File: src/rtl/byte_stripe_n.sv
// Round-robin byte striper with framing alignment: starts land in lane 0, ends in lane LANES-1.
// Optional macro BYTE_STRIPE_PAD_EN pads an early END/EDB out to the last lane instead of flagging it.
module byte_stripe_n #(
  parameter int          LANES   = 4,
  parameter int          BITS    = 8,
  parameter logic [7:0]  PAD_SYM = 8'h7c
) (
  input  logic                  CLK,
  input  logic                  RESET,
  input  logic [BITS-1:0]       D,
  input  logic                  DK,
  input  logic                  VALID_IN,
  output logic [LANES*BITS-1:0] LANE_OUT,
  output logic [LANES-1:0]      DK_OUT,
  output logic                  VALID_OUT,
  output logic                  ERR
);

  localparam int IW = $clog2(LANES);
  localparam logic [IW-1:0] LAST = IW'(LANES - 1);

  typedef enum logic {IDLE, PACKET} state_t;

  state_t                      state_q, state_d;
  logic [IW-1:0]               idx_q, idx_d;
  logic [LANES-1:0][BITS-1:0]  stage_sym_q, stage_sym_d;
  logic [LANES-1:0]            stage_dk_q, stage_dk_d;
  logic [LANES-1:0][BITS-1:0]  lane_q, grp_sym;
  logic [LANES-1:0]            dk_q, grp_dk;
  logic                        valid_q, err_q, emit, err_d;
  logic                        is_start, is_end;

  // Framing codes only count as such when flagged as control (DK=0).
  assign is_start = !DK && (D == BITS'(8'hfb) || D == BITS'(8'h5c));
  assign is_end   = !DK && (D == BITS'(8'hfd) || D == BITS'(8'hfe));

`ifdef BYTE_STRIPE_PAD_EN
  logic [LANES-1:0] pad_mask;
  for (genvar gi = 0; gi < LANES; gi++) begin : g_pad
    assign pad_mask[gi] = (IW'(gi) >= idx_q) && (gi < LANES - 1);
  end
`endif

  always_comb begin
    state_d     = state_q;
    idx_d       = idx_q;
    stage_sym_d = stage_sym_q;
    stage_dk_d  = stage_dk_q;
    emit        = 1'b0;
    err_d       = 1'b0;
    // The emitted group is the staging file with the current symbol dropped into lane idx.
    grp_sym        = stage_sym_q;
    grp_dk         = stage_dk_q;
    grp_sym[idx_q] = D;
    grp_dk[idx_q]  = DK;
    if (VALID_IN) begin
      case (state_q)
        IDLE: begin
          if (is_start) begin
            stage_sym_d[0] = D;
            stage_dk_d[0]  = 1'b0;
            idx_d          = IW'(1);
            state_d        = PACKET;
          end else begin
            err_d = 1'b1;
          end
        end
        PACKET: begin
          if (DK) begin
            stage_sym_d[idx_q] = D;
            stage_dk_d[idx_q]  = 1'b1;
            if (idx_q == LAST) begin
              emit  = 1'b1;
              idx_d = '0;
            end else begin
              idx_d = idx_q + IW'(1);
            end
          end else if (is_start) begin
            err_d          = 1'b1;
            stage_sym_d[0] = D;
            stage_dk_d[0]  = 1'b0;
            idx_d          = IW'(1);
          end else if (is_end) begin
            idx_d   = '0;
            state_d = IDLE;
            if (idx_q == LAST) begin
              emit = 1'b1;
            end else begin
`ifdef BYTE_STRIPE_PAD_EN
              for (int k = 0; k < LANES; k++) begin
                if (pad_mask[k]) begin
                  grp_sym[k] = BITS'(PAD_SYM);
                  grp_dk[k]  = 1'b0;
                end
              end
              grp_sym[LANES-1] = D;
              grp_dk[LANES-1]  = 1'b0;
              emit             = 1'b1;
`else
              err_d = 1'b1;
`endif
            end
          end else begin
            err_d = 1'b1;
          end
        end
        default: state_d = IDLE;
      endcase
    end
  end

  always_ff @(posedge CLK) begin
    if (RESET) begin
      state_q     <= IDLE;
      idx_q       <= '0;
      stage_sym_q <= '0;
      stage_dk_q  <= '0;
      lane_q      <= '0;
      dk_q        <= '0;
      valid_q     <= 1'b0;
      err_q       <= 1'b0;
    end else begin
      state_q     <= state_d;
      idx_q       <= idx_d;
      stage_sym_q <= stage_sym_d;
      stage_dk_q  <= stage_dk_d;
      valid_q     <= emit;
      err_q       <= err_d;
      if (emit) begin
        lane_q <= grp_sym;
        dk_q   <= grp_dk;
      end
    end
  end

  assign LANE_OUT  = lane_q;
  assign DK_OUT    = dk_q;
  assign VALID_OUT = valid_q;
  assign ERR       = err_q;

endmodule

File: config.mk
export PLATFORM = sky130hd
export DESIGN_NAME = byte_stripe_n
export DESIGN_NICKNAME = d
export VERILOG_FILES = /design/src/rtl/byte_stripe_n.sv
export SDC_FILE = /design/constraint.sdc
export NUM_CORES = 1
export LEC_CHECK = 0
export ABC_AREA = 1
export CAP_MARGIN = 15
export CORE_UTILIZATION = 35
export CTS_CLUSTER_DIAMETER = 120
export DETAILED_ROUTE_END_ITERATION = 16
export GPL_TIMING_DRIVEN = 1
export HOLD_SLACK_MARGIN = 0.06
export PLACE_DENSITY = 0.66
export SLEW_MARGIN = 0
export SYNTH_ARGS = -nofsm -noshare
export SYNTH_HDL_FRONTEND = slang
export SYNTH_SLANG_ARGS = --single-unit
File: constraint.sdc
create_clock -name CLK -period 2.28 [get_ports CLK]
set_clock_uncertainty 0.15 [all_clocks]
set_input_delay 0.342 -clock CLK [delete_from_list [all_inputs] [get_ports CLK]]
set_output_delay 0.342 -clock CLK [all_outputs]
set_load 0.02 [all_outputs]
==> summary.md, run 1 <==
| Metric | Value |
|---|---|
| Status | finished clean |
| Simple-Gate Fraction of Synth Area | 28.5% |
| Synth Area in Adders | 1.48% |
| Core area | 9280 sq um |
| Rows | 35 |
| Kind of critical path | in2reg |
| Post-Synth XOR/XNOR Area | 0% |
| Top delay family on crit path | buffers and inverters |
| Area Overhead vs Synth | 25.6% |
| FF-to-FF path depth | 6 |
| Pre-Repair DR Iteration Count | 6 |
| Largest net degree at the start of global routing | 38 |
| Antenna cells | 0 |
| # setup viols final | 0 |
| Slowest stage cell, crit path | clkdlybuf4s50_1 |
| Synth warn | 0 |
| GP Congestion | 0.964 |
| Cell variety after synth | 20 |
| Max-slew violation count | 0 |
| Input/output buffers | 49 |
| VDD IR max | 0.000373 V |
| Crit Reg-Reg Endpoint | stage_sym_q[0] |
| Count of nets after finishing | 545 |
| Fillcell total | 975 |
| Critical Path Start | D[1] |
| Max-cap violations | 0 |
| CTS-repair resized insts | 0 |
| Max H-tree Level | 3 |
| Crit-path max FO | 8 |
| Total wire length | 7810 microns |
| Synth Area in Compound Gates | 17.2% |
| Worst hold stages | 1 |
| GRT Total Usage | 16.5% |
| Post-route DRC | 0 |
| Slew @ Worst Pin | 0.610 ns |
| R2R Setup Slk | 0.52 ns |
| Vias in the first global route | 2842 |
| PwrDens | 590 nW/um^2 |
| Post-CTS setup buffer count | 0 |
| Slew HR | 59.3% |
| Final Cycle Share | 82.8% |
| Clk_lat worst skew | 0.34 ns |
| Hold Buf Count CTS | 0 |
| Via Count | 3043 |
| Number of CTS-inserted buffers | 9 |
| Post-synthesis instance area | 3380 sq um |
| P_leak | 1.72 nW |
| Dpl ws | 0.0758 ns |
| Root Driver | clkbuf_8 |
| Clock tree sinks | 76 |
| Syn avg cell area | 7.02 sq um |
| Worst-path clk slew | 0.08 ns |
| Antenna-violating nets left | 0 |
| Drt wl/cell | 11.8 microns |
| Sequential fraction of the synthesis area | 45.1% |
| WP data required | 2.37 ns |
| Clock tree from TritonCTS | built |
| Fin. Hold Viols | 0 |
| Effective utilization at floorplan | 36.4% |
| Slowest stage delay, CP | 0.58 ns |
| Synth Register Bits | 76 |
| Die width | 100 microns |
| Dpl hpwl | 5550 microns |
| Main combinational cell family by area after synthesis | simple AND/OR/NAND/NOR gates |
| Synth Instances | 481 |
| Tmin final | 1.89 ns |
| Unrepaired setup endpoints after global routing | no |
| Crit-path cells | clkdlybuf4s50_1 > inv_2 > nand2_1 > nor2_1 > nand2_1 > nand2_1 > nand3_1 > nand2_1 > o21ai_0 > inv_1 |
| Fmax | 0.530 GHz |
| Hold_sp | stage_sym_q[28] |
| Worst setup EP type | flop |
| Power Total | 2.50 mW |
| CP Buf/Inv Count | 3 |
| Ports | 50 |
| Drt first-iter violations | 131 |
| Mux share of post-synthesis cell area | 0% |
| Most used cell, CP | nand2_1 |
| Die height | 100 microns |
| Setup tns final | 0 ns |
| First-pass GRT wire length | 13000 microns |
| DIE AREA | 10000 sq um |
| Hold Path End | stage_sym_q[28] |
| Critical Path Source Type | primary input |
| Antenna violations before repair | 0 |
| Post-Syn Nets | 497 |
| Worst min-delay path class | reg2reg |
| WP data arrival | 1.98 ns |
| Via/cell ratio | 4.59 |
| R2R Path Start | idx_q[0] |
| Ratio of cells with drive above 1 in the final layout | 8.43% |
| Gr ovfl total | 0 |
| Clock buffer depth | 2 |
| Final Worst Setup Slack | 0.393 ns |
[registers in the layout (all words and copies together) (netlist names)]
signal / flops
LANE_OUT: 32
DK_OUT: 4
state_q: 1
VALID_OUT: 1
stage_dk_q: 3
stage_sym_q: 32
ERR: 1
idx_q: 2
[metal layers]
metal  global-route usage (%)  up-vias  part of all wire, %
li1                         -     1622                    -
met1                     20.6     1337                   47
met2                     26.2       73                   45
met3                     5.29       11                  5.7
met4                     7.02        0                  1.8
met5                        0        -                    0
[cells in the final DEF, fill, tap and decap left out]
cell / Yosys / layout
nand4_1: 3 / 3
o21a_1: 24 / 24
nor2_1: 96 / 96
buf_12: 0 / 4
or2_2: 3 / 3
nand2_4: 1 / 1
clkdlybuf4s50_1: 0 / 49
ha_1: 4 / 4
nor2_4: 2 / 2
a211oi_1: 1 / 1
bufinv_16: 0 / 1
clkbuf_8: 0 / 11
buf_4: 0 / 13
nand3_1: 5 / 5
inv_1: 19 / 19
nand2_1: 135 / 135
inv_2: 6 / 6
clkinv_2: 0 / 4
dfxtp_1: 76 / 76
a21oi_1: 36 / 36
o211ai_1: 3 / 3
o21ai_0: 38 / 38
[cells by family after synthesis]
| logic type | after synthesis |
|---|---|
| AO/OA/AOI/OAI | 102 |
| adder cells (fa/ha/maj) | 4 |
| flip-flops | 76 |
| buffers and inverters | 54 |
| AND/OR/NAND/NOR | 245 |
[cell type report]
type | instances | area (sq um) | area share, %
clock buffers | 11 | 151 | 3.57
clock inverters | 5 | 50.0 | 1.18
inverters | 25 | 93.8 | 2.21
multi-input cells | 351 | 1590 | 37.6
flip-flops and latches | 76 | 1520 | 35.9
well taps | 129 | 161 | 3.81
repair buffers | 66 | 668 | 15.8
[cell usage after synthesis, drive strengths merged]
cell type	count	share of area, %
a21oi	36	5.3
nand2	136	15
nand3	5	0.74
clkbuf	12	1.3
o211ai	3	0.67
ha	4	1.5
or2	3	0.56
nand4	3	0.56
buf	17	3.6
o21a	24	5.3
inv	25	2.8
nor2	98	11
a211oi	1	0.22
o21ai	38	5.6
dfxtp	76	45
[power by group]
part / internal, mW / switching, mW
clock: 0.558 / 0.475
sequential: 1.33 / 0.00110
combinational: 0.0549 / 0.0849
[how the worst max path moves through the flow]
stage                endpoint  slack (ns)  cells after the start
6_report       stage_sym_q[6]        0.39                     10
5_1_grt        stage_sym_q[5]        0.31                     10
4_1_cts             DK_OUT[3]        0.43                      1
3_5_place_dp      LANE_OUT[9]        0.08                     11
3_3_place_gp     LANE_OUT[21]        0.09                     11
2_1_floorplan    LANE_OUT[15]        0.62                     10
[metrics by stage]
step | utilization (%) | area (sq um) | hold WS (ns) | cells
2_1_floorplan | - | 3380 | 0.285 | 481
3_3_place_gp | 43.5 | 4040 | 0.291 | 647
3_5_place_dp | 43.5 | 4040 | 0.298 | 647
4_1_cts | 45.7 | 4240 | 0.316 | 663
5_1_grt | 45.7 | 4240 | 0.330 | 663
6_report | 45.7 | 4240 | 0.311 | 663
(Power assumes the default switching activity.)
==> run 2: changes to the inputs <==
- PLACE_DENSITY: 0.66 -> 0.68
- clock period: 2.28 -> 1.6 ns (I/O delays scaled with it)
==> summary.md, run 2 (same netlist as run 1, synthesis figures left out) <==
| Metric | Value |
|---|---|
| Status | finished clean (unchanged) |
| Most frequent cells in the layout | nand2_1, nor2_1, dfxtp_1, dlygate4sd2_1, buf_4 (was nand2_1, nor2_1, dfxtp_1, clkdlybuf4s50_1, o21ai_0) |
| Via/cell ratio | 4.75 (was 4.59) |
| Total wire length | 8370 microns (was 7810 microns) |
| Ratio of cells with drive above 1 in the final layout | 16.4% (was 8.43%) |
| Antenna cells | 0 (unchanged) |
| Worst hold slack | 0.222 ns (was 0.311 ns) |
| Drt first-iter violations | 136 (was 131) |
| Rows | 35 (unchanged) |
| Pre-Repair DR Iteration Count | 5 (was 6) |
| Final instance area | 4530 sq um (was 4240 sq um) |
| Fin. Hold Viols | 0 (unchanged) |
| Clock buffer depth | 2 (unchanged) |
| Count of nets after finishing | 578 (was 545) |
| # setup viols final | 0 (unchanged) |
| Gr ovfl total | 0 (unchanged) |
| Final Worst Setup Slack | 0.00749 ns (was 0.393 ns) |
| WP data required | 1.74 ns (was 2.37 ns) |
| Ports | 50 (unchanged) |
| Die height | 100 microns (unchanged) |
| Critical Path Source Type | flop (was primary input) |
| GRT Total Usage | 17.9% (was 16.5%) |
| Clk_lat worst skew | 0.35 ns (was 0.34 ns) |
| Drt wl/cell | 12.0 microns (was 11.8 microns) |
| Effective utilization at floorplan | 36.4% (unchanged) |
| Via Count | 3299 (was 3043) |
| Setup tns final | 0 ns (unchanged) |
| Slew HR | 76.1% (was 59.3%) |
| Area Overhead vs Synth | 34.3% (was 25.6%) |
| WP data arrival | 1.73 ns (was 1.98 ns) |
| Max-cap violations | 0 (unchanged) |
| Root Driver | clkbuf_8 (unchanged) |
| Worst setup EP type | flop (unchanged) |
| Number of CTS-inserted buffers | 9 (unchanged) |
| Unrepaired setup endpoints after global routing | yes (was no) |
| Fin cells | 695 (was 663) |
| PwrDens | 758 nW/um^2 (was 590 nW/um^2) |
| Crit-path max FO | 11 (was 8) |
| Final Core Density | 48.8% (was 45.7%) |
| Dpl hpwl | 5730 microns (was 5550 microns) |
| Core area | 9280 sq um (unchanged) |
| Tmin final | 1.59 ns |
| Dpl ws | -0.428 ns (was 0.0758 ns) |
| Slowest stage cell, crit path | dfxtp_2 (was clkdlybuf4s50_1) |
| Crit-path cells | ha_2 > inv_4 > nor2_2 > nand2_2 > nand2_8 > bufbuf_16 > nor2_1 > nor2_1 (was clkdlybuf4s50_1 > inv_2 > nand2_1 > nor2_1 > nand2_1 > nand2_1 > nand3_1 > nand2_1 > o21ai_0 > inv_1) |
| Final Cycle Share | 99.5% |
| Largest net degree at the start of global routing | 38 (unchanged) |
| Max-slew violation count | 0 (unchanged) |
| Most used cell, CP | nor2_1 (was nand2_1) |
| CP Buf/Inv Count | 2 (was 3) |
| Worst-path clk slew | 0.08 ns (about the same) |
| First-pass GRT wire length | 14000 microns (was 13000 microns) |
| Clock tree sinks | 76 (unchanged) |
| Placed insts | 675 (was 647) |
| VDD IR max | 0.000314 V (was 0.000373 V) |
| Die width | 100 microns (unchanged) |
| Power Total | 3.44 mW (was 2.50 mW) |
| Clock tree from TritonCTS | built (unchanged) |
| Placed cell areas | 4260 sq um (was 4040 sq um) |
| Kind of critical path | reg2reg (was in2reg) |
| Input/output buffers | 49 (unchanged) |
| Slew @ Worst Pin | 0.358 ns (was 0.610 ns) |
| Post-route DRC | 0 (unchanged) |
| Max H-tree Level | 3 (unchanged) |
| Top delay family on crit path | simple AND/OR/NAND/NOR gates (was buffers and inverters) |
| Antenna-violating nets left | 0 (unchanged) |
| Most common cell after layout, fill and taps aside | nand2_1 (unchanged) |
| Vias in the first global route | 3044 (was 2842) |
| DIE AREA | 10000 sq um (unchanged) |
| Slowest stage delay, CP | 0.35 ns (was 0.58 ns) |
| Antenna violations before repair | 0 (unchanged) |
| Worst min-delay path class | in2reg (was reg2reg) |
| Fmax | 0.628 GHz |
| P_leak | 2.08 nW (was 1.72 nW) |
| GP Congestion | 0.978 (was 0.964) |
-- run 2: worst paths after layout --
kind	from	endpoint	slack (ns)	cells after the start
worst min register to register	stage_sym_q[27]	stage_sym_q[27]	0.31	1
worst max register to register	idx_q[0]	LANE_OUT[10]	0.007	8
worst max-delay path	idx_q[0]	LANE_OUT[10]	0.007	8
worst min-delay path	D[2]	stage_sym_q[2]	0.22	3
-- run 2: per-layer routing --
layer	vias up	share of wire, %	GRT usage (%)
met3	11	6.4	4.18
li1	1694	-	-
met2	84	47	29.2
met5	-	0	0
met4	0	1.5	8.47
met1	1510	45	22.2
-- run 2: timing repair --
action / in CTS / in global routing
hold buffers: 0 / 0
endpoints found under the hold margin: 0 / 0
gates cloned: 2 / 0
gates resized for setup: 62 / 20
endpoints found under the setup margin: 85 / 53
buffers inserted: 2 / 1
pin swaps: 6 / 1
-- run 2: worst register-to-register path: stages, from the launching register on --
cell and delay, ns:
dfxtp_2 0.35, ha_2 0.21, inv_4 0.06, nor2_2 0.10, nand2_2 0.11, nand2_8 0.13, bufbuf_16 0.28, nor2_1 0.04
nor2_1 0.09
-- run 2: area by class of cell --
class / count / area (sq um)
multi-input combinational: 351 / 1650
timing repair buffer: 99 / 931
inverter: 25 / 96.3
clock inverter: 2 / 10.0
tap: 129 / 161
clock buffer: 13 / 159
fill: 967 / 4750
sequential: 76 / 1530
-- run 2: report_power, final --
group	switching [mW]	internal, mW	leakage, nW
Clock	0.677	0.636	0.0893
Combinational	0.132	0.0960	1.38
Sequential	0.00124	1.89	0.614
==> run 3: changes to the inputs <==
- CELL_PAD_IN_SITES_DETAIL_PLACEMENT: default -> 1
- CELL_PAD_IN_SITES_GLOBAL_PLACEMENT: default -> 2
- CORE_UTILIZATION: 35 -> 27
- PLACE_DENSITY: 0.68 -> 0.85
==> summary.md, run 3 (same netlist as run 1, synthesis figures left out) <==
| Metric | Value |
|---|---|
| Total wire length | 10500 microns (was 8370 microns) |
| Slew @ Worst Pin | 0.336 ns (was 0.358 ns) |
| Final Cycle Share | 96.7% (was 99.5%) |
| Most frequent cells in the layout | nand2_1, nor2_1, dfxtp_1, buf_4, dlygate4sd2_1 (was nand2_1, nor2_1, dfxtp_1, dlygate4sd2_1, buf_4) |
| Clock tree sinks | 76 (unchanged) |
| Hold Buf Count CTS | 0 (unchanged) |
| Via Count | 3391 (was 3299) |
| GP Congestion | 0.870 (was 0.978) |
| GRT Total Usage | 17.2% (was 17.9%) |
| Antenna cells | 0 (unchanged) |
| PwrDens | 849 nW/um^2 (was 758 nW/um^2) |
| # setup viols final | 0 (unchanged) |
| Ratio of cells with drive above 1 in the final layout | 20.0% (was 16.4%) |
| Worst hold slack | 0.182 ns (was 0.222 ns) |
| Max-slew violation count | 0 (unchanged) |
| Die height | 114 microns (was 100 microns) |
| VDD IR max | 0.000525 V (was 0.000314 V) |
| Tmin final | 1.55 ns (was 1.59 ns) |
| Clock tree from TritonCTS | built (unchanged) |
| Worst setup EP type | flop (unchanged) |
| WP data required | 1.69 ns (was 1.74 ns) |
| Ports | 50 (unchanged) |
| Effective utilization at floorplan | 27.9% (was 36.4%) |
| Die width | 114 microns (was 100 microns) |
| Vias in the first global route | 3469 (was 3044) |
| Antenna violations before repair | 0 (unchanged) |
| DIE AREA | 13000 sq um (was 10000 sq um) |
| M2 GR Usage | 29.7% (was 29.2%) |
| P_leak | 2.22 nW (was 2.08 nW) |
| Clk_lat worst skew | 0.35 ns (about the same) |
| Area Overhead vs Synth | 43.7% (was 34.3%) |
| Most common cell after layout, fill and taps aside | nand2_1 (unchanged) |
| Final Core Density | 40.0% (was 48.8%) |
| Number of CTS-inserted buffers | 9 (unchanged) |
| Most Crowded Layer GR | met2 (unchanged) |
| Drt first-iter violations | 107 (was 136) |
| WP data arrival | 1.64 ns (was 1.73 ns) |
| Worst-path clk slew | 0.07 ns (was 0.08 ns) |
| Fmax | 0.646 GHz (was 0.628 GHz) |
| First-pass GRT wire length | 17200 microns (was 14000 microns) |
| Status | finished clean (unchanged) |
| Dpl hpwl | 7200 microns (was 5730 microns) |
| Rows | 40 (was 35) |
| Max H-tree Level | 3 (unchanged) |
| Count of nets after finishing | 586 (was 578) |
| Fillcell total | 1528 (was 967) |
| Max-cap violations | 0 (unchanged) |
| Clock buffer depth | 2 (unchanged) |
| Antenna-violating nets left | 0 (unchanged) |
| Fin. Hold Viols | 0 (unchanged) |
| Via/cell ratio | 4.56 (was 4.75) |
| Worst min-delay path class | in2reg (unchanged) |
| Slew HR | 77.4% (was 76.1%) |
| Post-route DRC | 0 (unchanged) |
| Global-route met3 utilization | 3.35% (was 4.18%) |
| Pre-Repair DR Iteration Count | 4 (was 5) |
| Met1 Use GR | 20.7% (was 22.2%) |
| Input/output buffers | 49 (unchanged) |
| Crit-path max FO | 9 (was 11) |
| Gr ovfl total | 0 (unchanged) |
| Largest net degree at the start of global routing | 36 (was 38) |
| Kind of critical path | reg2reg (unchanged) |
| Critical Path Source Type | flop (unchanged) |
| Core area | 12100 sq um (was 9280 sq um) |
| Root Driver | clkbuf_16 (was clkbuf_8) |
| Drt wl/cell | 14.1 microns (was 12.0 microns) |
## run 3: per-stage QoR
step	instance area [sq um]	setup TNS [ns]	std cells	setup WS, ns	power (mW)
2_1_floorplan	3380	0	481	0.000967	2.05
3_3_place_gp	4380	-24.97	720	-0.440	2.18
3_5_place_dp	4380	-27.64	720	-0.481	2.18
4_1_cts	4780	0	743	0.00411	4.17
5_1_grt	4850	-0.0754	743	-0.0235	4.28
6_report	4850	0	743	0.0526	4.12
## run 3: final timing paths
check	startpoint	to	slack [ns]	depth (start not counted)
setup / recovery	idx_q[0]	LANE_OUT[26]	0.05	10
hold / removal	VALID_IN	ERR	0.18	4
setup reg to reg	idx_q[0]	LANE_OUT[26]	0.05	10
hold reg to reg	stage_sym_q[27]	stage_sym_q[27]	0.32	1
## run 3: cell type report
type	instances	area (sq um)	share of cell area, %
timing repair buffer	107	1010	20.9
clock inverter	4	22.5	0.464
multi-input combinational	351	1710	35.2
clock buffer	12	267	5.50
sequential	76	1530	31.6
tap	168	210	4.33
inverter	25	101	2.09
## run 3: power breakdown
group          switching, mW  leakage (nW)  total [mW]  internal (mW)
clock                  0.815         0.144        1.98           1.17
combinational          0.143          1.46       0.241         0.0989
sequential           0.00128         0.614        1.89           1.89
total                  0.959          2.22        4.12           3.16
## run 3: repair_timing
action / 4_1_cts / 5_1_grt
setup buffers: 5 / 1
gates cloned: 2 / 0
endpoints found under the setup margin: 99 / 60
pin swaps: 5 / 10
resized for setup: 69 / 40
## run 3: per-layer routing
| layer | share of wire [%] | up-vias |
|---|---|---|
| li1 | - | 1708 |
| met1 | 44 | 1612 |
| met2 | 50 | 50 |
| met3 | 3.7 | 21 |
| met4 | 2.3 | 0 |
| met5 | 0 | - |
## run 3: worst max-delay path, stage by stage, from the launching register on
cell	delay (ns)
dfxtp_4	0.37
ha_4	0.16
inv_6	0.05
nor2_4	0.12
nand2_4	0.08
nand2_8	0.11
buf_12	0.11
buf_12	0.12
nand2_1	0.06
nand2_1	0.08
nor2_1	0.04
==> edit 1, RTL diff (settings of run 1) <==
Register the inputs `DK` and `VALID_IN` before use. The logic sees them one clock later. The other inputs are not delayed to match.
--- a/src/rtl/byte_stripe_n.sv
+++ b/src/rtl/byte_stripe_n.sv
@@ -21,6 +21,14 @@
 
   typedef enum logic {IDLE, PACKET} state_t;
 
+  logic DK_q;
+  logic VALID_IN_q;
+
+  always_ff @(posedge CLK) begin
+    DK_q       <= DK;
+    VALID_IN_q <= VALID_IN;
+  end
+
   state_t                      state_q, state_d;
   logic [IW-1:0]               idx_q, idx_d;
   logic [LANES-1:0][BITS-1:0]  stage_sym_q, stage_sym_d;
@@ -31,8 +39,8 @@
   logic                        is_start, is_end;
 
   // Framing codes only count as such when flagged as control (DK=0).
-  assign is_start = !DK && (D == BITS'(8'hfb) || D == BITS'(8'h5c));
-  assign is_end   = !DK && (D == BITS'(8'hfd) || D == BITS'(8'hfe));
+  assign is_start = !DK_q && (D == BITS'(8'hfb) || D == BITS'(8'h5c));
+  assign is_end   = !DK_q && (D == BITS'(8'hfd) || D == BITS'(8'hfe));
 
 `ifdef BYTE_STRIPE_PAD_EN
   logic [LANES-1:0] pad_mask;
@@ -52,8 +60,8 @@
     grp_sym        = stage_sym_q;
     grp_dk         = stage_dk_q;
     grp_sym[idx_q] = D;
-    grp_dk[idx_q]  = DK;
-    if (VALID_IN) begin
+    grp_dk[idx_q]  = DK_q;
+    if (VALID_IN_q) begin
       case (state_q)
         IDLE: begin
           if (is_start) begin
@@ -66,7 +74,7 @@
           end
         end
         PACKET: begin
-          if (DK) begin
+          if (DK_q) begin
             stage_sym_d[idx_q] = D;
             stage_dk_d[idx_q]  = 1'b1;
             if (idx_q == LAST) begin
Behaviour: not the same (a bounded check fails within 4 cycles, from zero or initial values and one cycle with RESET high).
==> edit 1 against run 1 <==
First-iteration DRC count fell by 0.76%; clock power up 15%; count of clock-buffer cells in the layout fell by 1; routed wire length up 3.6%; setup slack improved by 0.044 ns; die area increased by 0.54%; power is 7.4% higher; area after synthesis rose by 0.56%; final cell count is the same; design area rose by 0.83%; sequential cell count increased by 2; largest power group unchanged; via count increased by 4.4%.
==> edit 1: results (changes against run 1) <==
- Syn_nets: 499 (+0.40%)
- Hold/Removal Path Class: in -> reg
- Wire per inst: 12.2 um (+3.6%)
- Largest net degree at the start of global routing: 46 (+21%)
- Compound-cell area share of the yosys netlist: 0.173 (+0.000524)
- First-pass DRT Iterations: 4 (-2)
- DR vias: 3176 (+4.4%)
- Number of global-route vias before repair: 2974 (+4.6%)
- Post-DP HPWL: 5.54 mm (-0.20%)
- Dpl cell area: 4040 um^2 (+0.12%)
- Hold Path Sink: DK_q
- Final GP Congestion: 0.894 (-7.3%)
- Mean post-synth cell area: 7.03 um^2 (+0.14%)
- Global Route Usage Sum: 0.173 (+0.00818)
- WP data arrival: 1.94 ns (-0.04 ns)
- Worst path max stage delay: 0.47 ns (-0.11 ns)
- Worst Path Max Fanout: 36 (+28)
- Setup WS pre-CTS: 0.0723 ns (-0.00351 ns)
- Outcome: finished, final reports clean
- Commonest cells in the netlist: nand2_1 (136), nor2_1 (91), dfxtp_1 (78)
- Reg-to-reg endpoint: stage_sym_q[2]
- Maximum vdd drop: 0.000417 V (+12%)
- Ratio of cells with drive above 1 in the final layout: 0.0805 (-0.00375)
- Hold_sp: DK
- Area contributors post-synth: dfxtp_1 (46%), nand2_1 (15%), nor2_1 (10%)
- Delay-heaviest family, CP: simple AND/OR/NAND/NOR gates
- Global-route wire length before repair: 13.6 mm (+4.9%)
- Initial DRC count: 130 (-0.76%)
- Setup slack, reg-to-reg: 0.48 ns (-0.04 ns)
- Static Leakage: 0.00173 uW (+0.81%)
- Max_slew headroom: 0.588 (-0.00525)
-- edit 1: cell count changes after synthesis --
cell and delta:
buf_4 +7, nand4_1 +2, nand3_1 -1, nand2_1 +1, o21ai_0 +1, inv_1 +2
buf_6 -7, dfxtp_1 +2, nor2_1 -5
-- edit 1: worst max-delay path by stage --
stage | startpoint | end | slack (ns) | cells after the start
6_report | D[4] | LANE_OUT[4] | 0.44 | 11
5_1_grt | idx_q[0] | stage_sym_q[2] | 0.24 | 6
4_1_cts | D[6] | LANE_OUT[23] | 0.44 | 11
3_5_place_dp | D[6] | LANE_OUT[3] | 0.07 | 11
3_3_place_gp | D[4] | LANE_OUT[23] | 0.11 | 11
2_1_floorplan | idx_q[0] | LANE_OUT[15] | 0.61 | 10
-- edit 1: worst register-to-register path, cell delays in order (launching register included) --
cell and delay (ns):
dfxtp_1 0.35, inv_1 0.11, ha_1 0.56, o21ai_0 0.26, a21oi_1 0.16, o21ai_0 0.08, nor2_1 0.08
-- edit 1: area by class of cell --
class	instances	area [um^2]
Timing Repair Buffer	64	628
Fill cell	948	5050
Clock inverter	6	93.8
Tap cell	129	161
Clock buffer	10	138
Sequential cell	78	1560
Multi-Input combinational cell	349	1590
Inverter	27	101
-- edit 1: power breakdown --
group	total, uW	switching [uW]	internal, uW
clock network	1180	525	654
logic	139	83.9	55.3
registers	1370	4.11	1360
total	2690	613	2070
-- edit 1: layer usage --
metal | part of all wire | track usage | up-vias
li1 | - | - | 1623
met1 | 0.46 | 0.218 | 1468
met4 | 0.025 | 0.0780 | 0
met2 | 0.46 | 0.289 | 69
met3 | 0.052 | 0.0319 | 16
met5 | 0 | 0 | -
==> edit 2, RTL diff (config.mk and constraints of run 1) <==
Made on the original files. Build with the macro `BYTE_STRIPE_PAD_EN` defined.
--- a/src/rtl/byte_stripe_n.sv
+++ b/src/rtl/byte_stripe_n.sv
@@ -1,5 +1,7 @@
 // Round-robin byte striper with framing alignment: starts land in lane 0, ends in lane LANES-1.
 // Optional macro BYTE_STRIPE_PAD_EN pads an early END/EDB out to the last lane instead of flagging it.
+`define BYTE_STRIPE_PAD_EN
+
 module byte_stripe_n #(
   parameter int          LANES   = 4,
   parameter int          BITS    = 8,
Formal check against the unedited RTL: not equivalent (a bounded check fails within 4 cycles, from zero or initial values and one cycle with RESET high).
==> edit 2 against run 1 <==
Power is 0.23% higher; area after synthesis is 3.1% lower; sequential cell count shrank 4; core utilization up 2.1 points; design area grew 0.21%; setup slack worse by 0.050 ns; routed wire length grew 13%.
==> edit 2: results (changes against run 1) <==
- Area contributors post-synth: dfxtp_1 (44%), nand2_1 (11%), o21ai_0 (9.5%)
- Wire per inst: 13.7 um (+16%)
- Global-route wire length before repair: 15.0 mm (+15%)
- Largest net degree at the start of global routing: 39 (+2.6%)
- Post-synthesis sequential area ratio: 0.441 (-0.0100)
- Global Route Usage Sum: 0.196 (+0.0307)
- Synth cell types: 27 (+35%)
- Static Leakage: 0.00184 uW (+7.2%)
- Worst Path Max Fanout: 10 (+2)
- Fillers: 879 (-9.8%)
- Final GP Congestion: 0.959 (-0.52%)
- Dpl cells: 629 (-2.8%)
- Worst path max stage delay: 0.41 ns (-0.17 ns)
- Slowest-stage cell, CP: dfxtp_1
- Setup slack, reg-to-reg: 0.34 ns (-0.18 ns)
- Dpl cell area: 4030 um^2 (-0.25%)
- Mean number of vias per cell: 4.98 (+8.5%)
- Syn_nets: 487 (-2.0%)
- Commonest cells in the netlist: nand2_1 (95), dfxtp_1 (72), o21ai_0 (62)
- Outcome: finished, final reports clean
- Initial DRC count: 189 (+44%)
- Max_slew headroom: 0.680 (+0.0864)
- Post-Layout Cell Count: 645 (-2.7%)
- Maximum vdd drop: 0.000254 V (-32%)
- Post-DP HPWL: 6.40 mm (+15%)
==> edit 2: worst max-delay path, delay by kind of cell (launching register included) <==
family	cells	cell delay, ns
compound gates	2	0.54
fa+ha+maj	1	0.35
buf+inv	1	0.14
flops	1	0.41
simple gates	2	0.23
==> edit 2: routing by layer <==
| metal | GRT usage | wire (um) |
|---|---|---|
| met2 | 0.317 | 3960 |
| met1 | 0.255 | 4210 |
| met3 | 0.0454 | 473 |
| met5 | 0 | 0 |
| met4 | 0.0735 | 162 |
==> edit 2: layout make-up <==
| type | instances | area [um^2] | area share |
|---|---|---|---|
| Timing Repair Buffer | 78 | 733 | 0.173 |
| Clock inverter | 6 | 82.6 | 0.0194 |
| Tap cell | 108 | 135 | 0.0318 |
| Sequential cell | 72 | 1440 | 0.339 |
| Clock buffer | 10 | 138 | 0.0324 |
| Inverter | 51 | 191 | 0.0451 |
| Multi-Input combinational cell | 320 | 1530 | 0.360 |
==> edit 2: kinds of logic (layout without fill, tap and decap cells) <==
kind of cell,after synthesis,count (layout),share of synthesized area
buf+inv,76,145,0.0922
compound gates,139,139,0.219
simple gates,174,174,0.221
flops,72,72,0.441
fa+ha+maj,7,7,0.0268
==> edit 2: worst paths after layout <==
| kind | start | endpoint | cells past startpoint |
|---|---|---|---|
| worst min-delay path | stage_sym_q[23] | stage_sym_q[23] | 2 |
| worst min register to register | stage_sym_q[23] | stage_sym_q[23] | 2 |
| worst max register to register | idx_q[0] | LANE_OUT[3] | 6 |
| worst max-delay path | idx_q[0] | LANE_OUT[3] | 6 |
==> edit 2: power by group <==
part	internal, uW	switching [uW]
clock	640	480
sequential	1260	0.726
combinational	51.5	77.2
total	1950	558
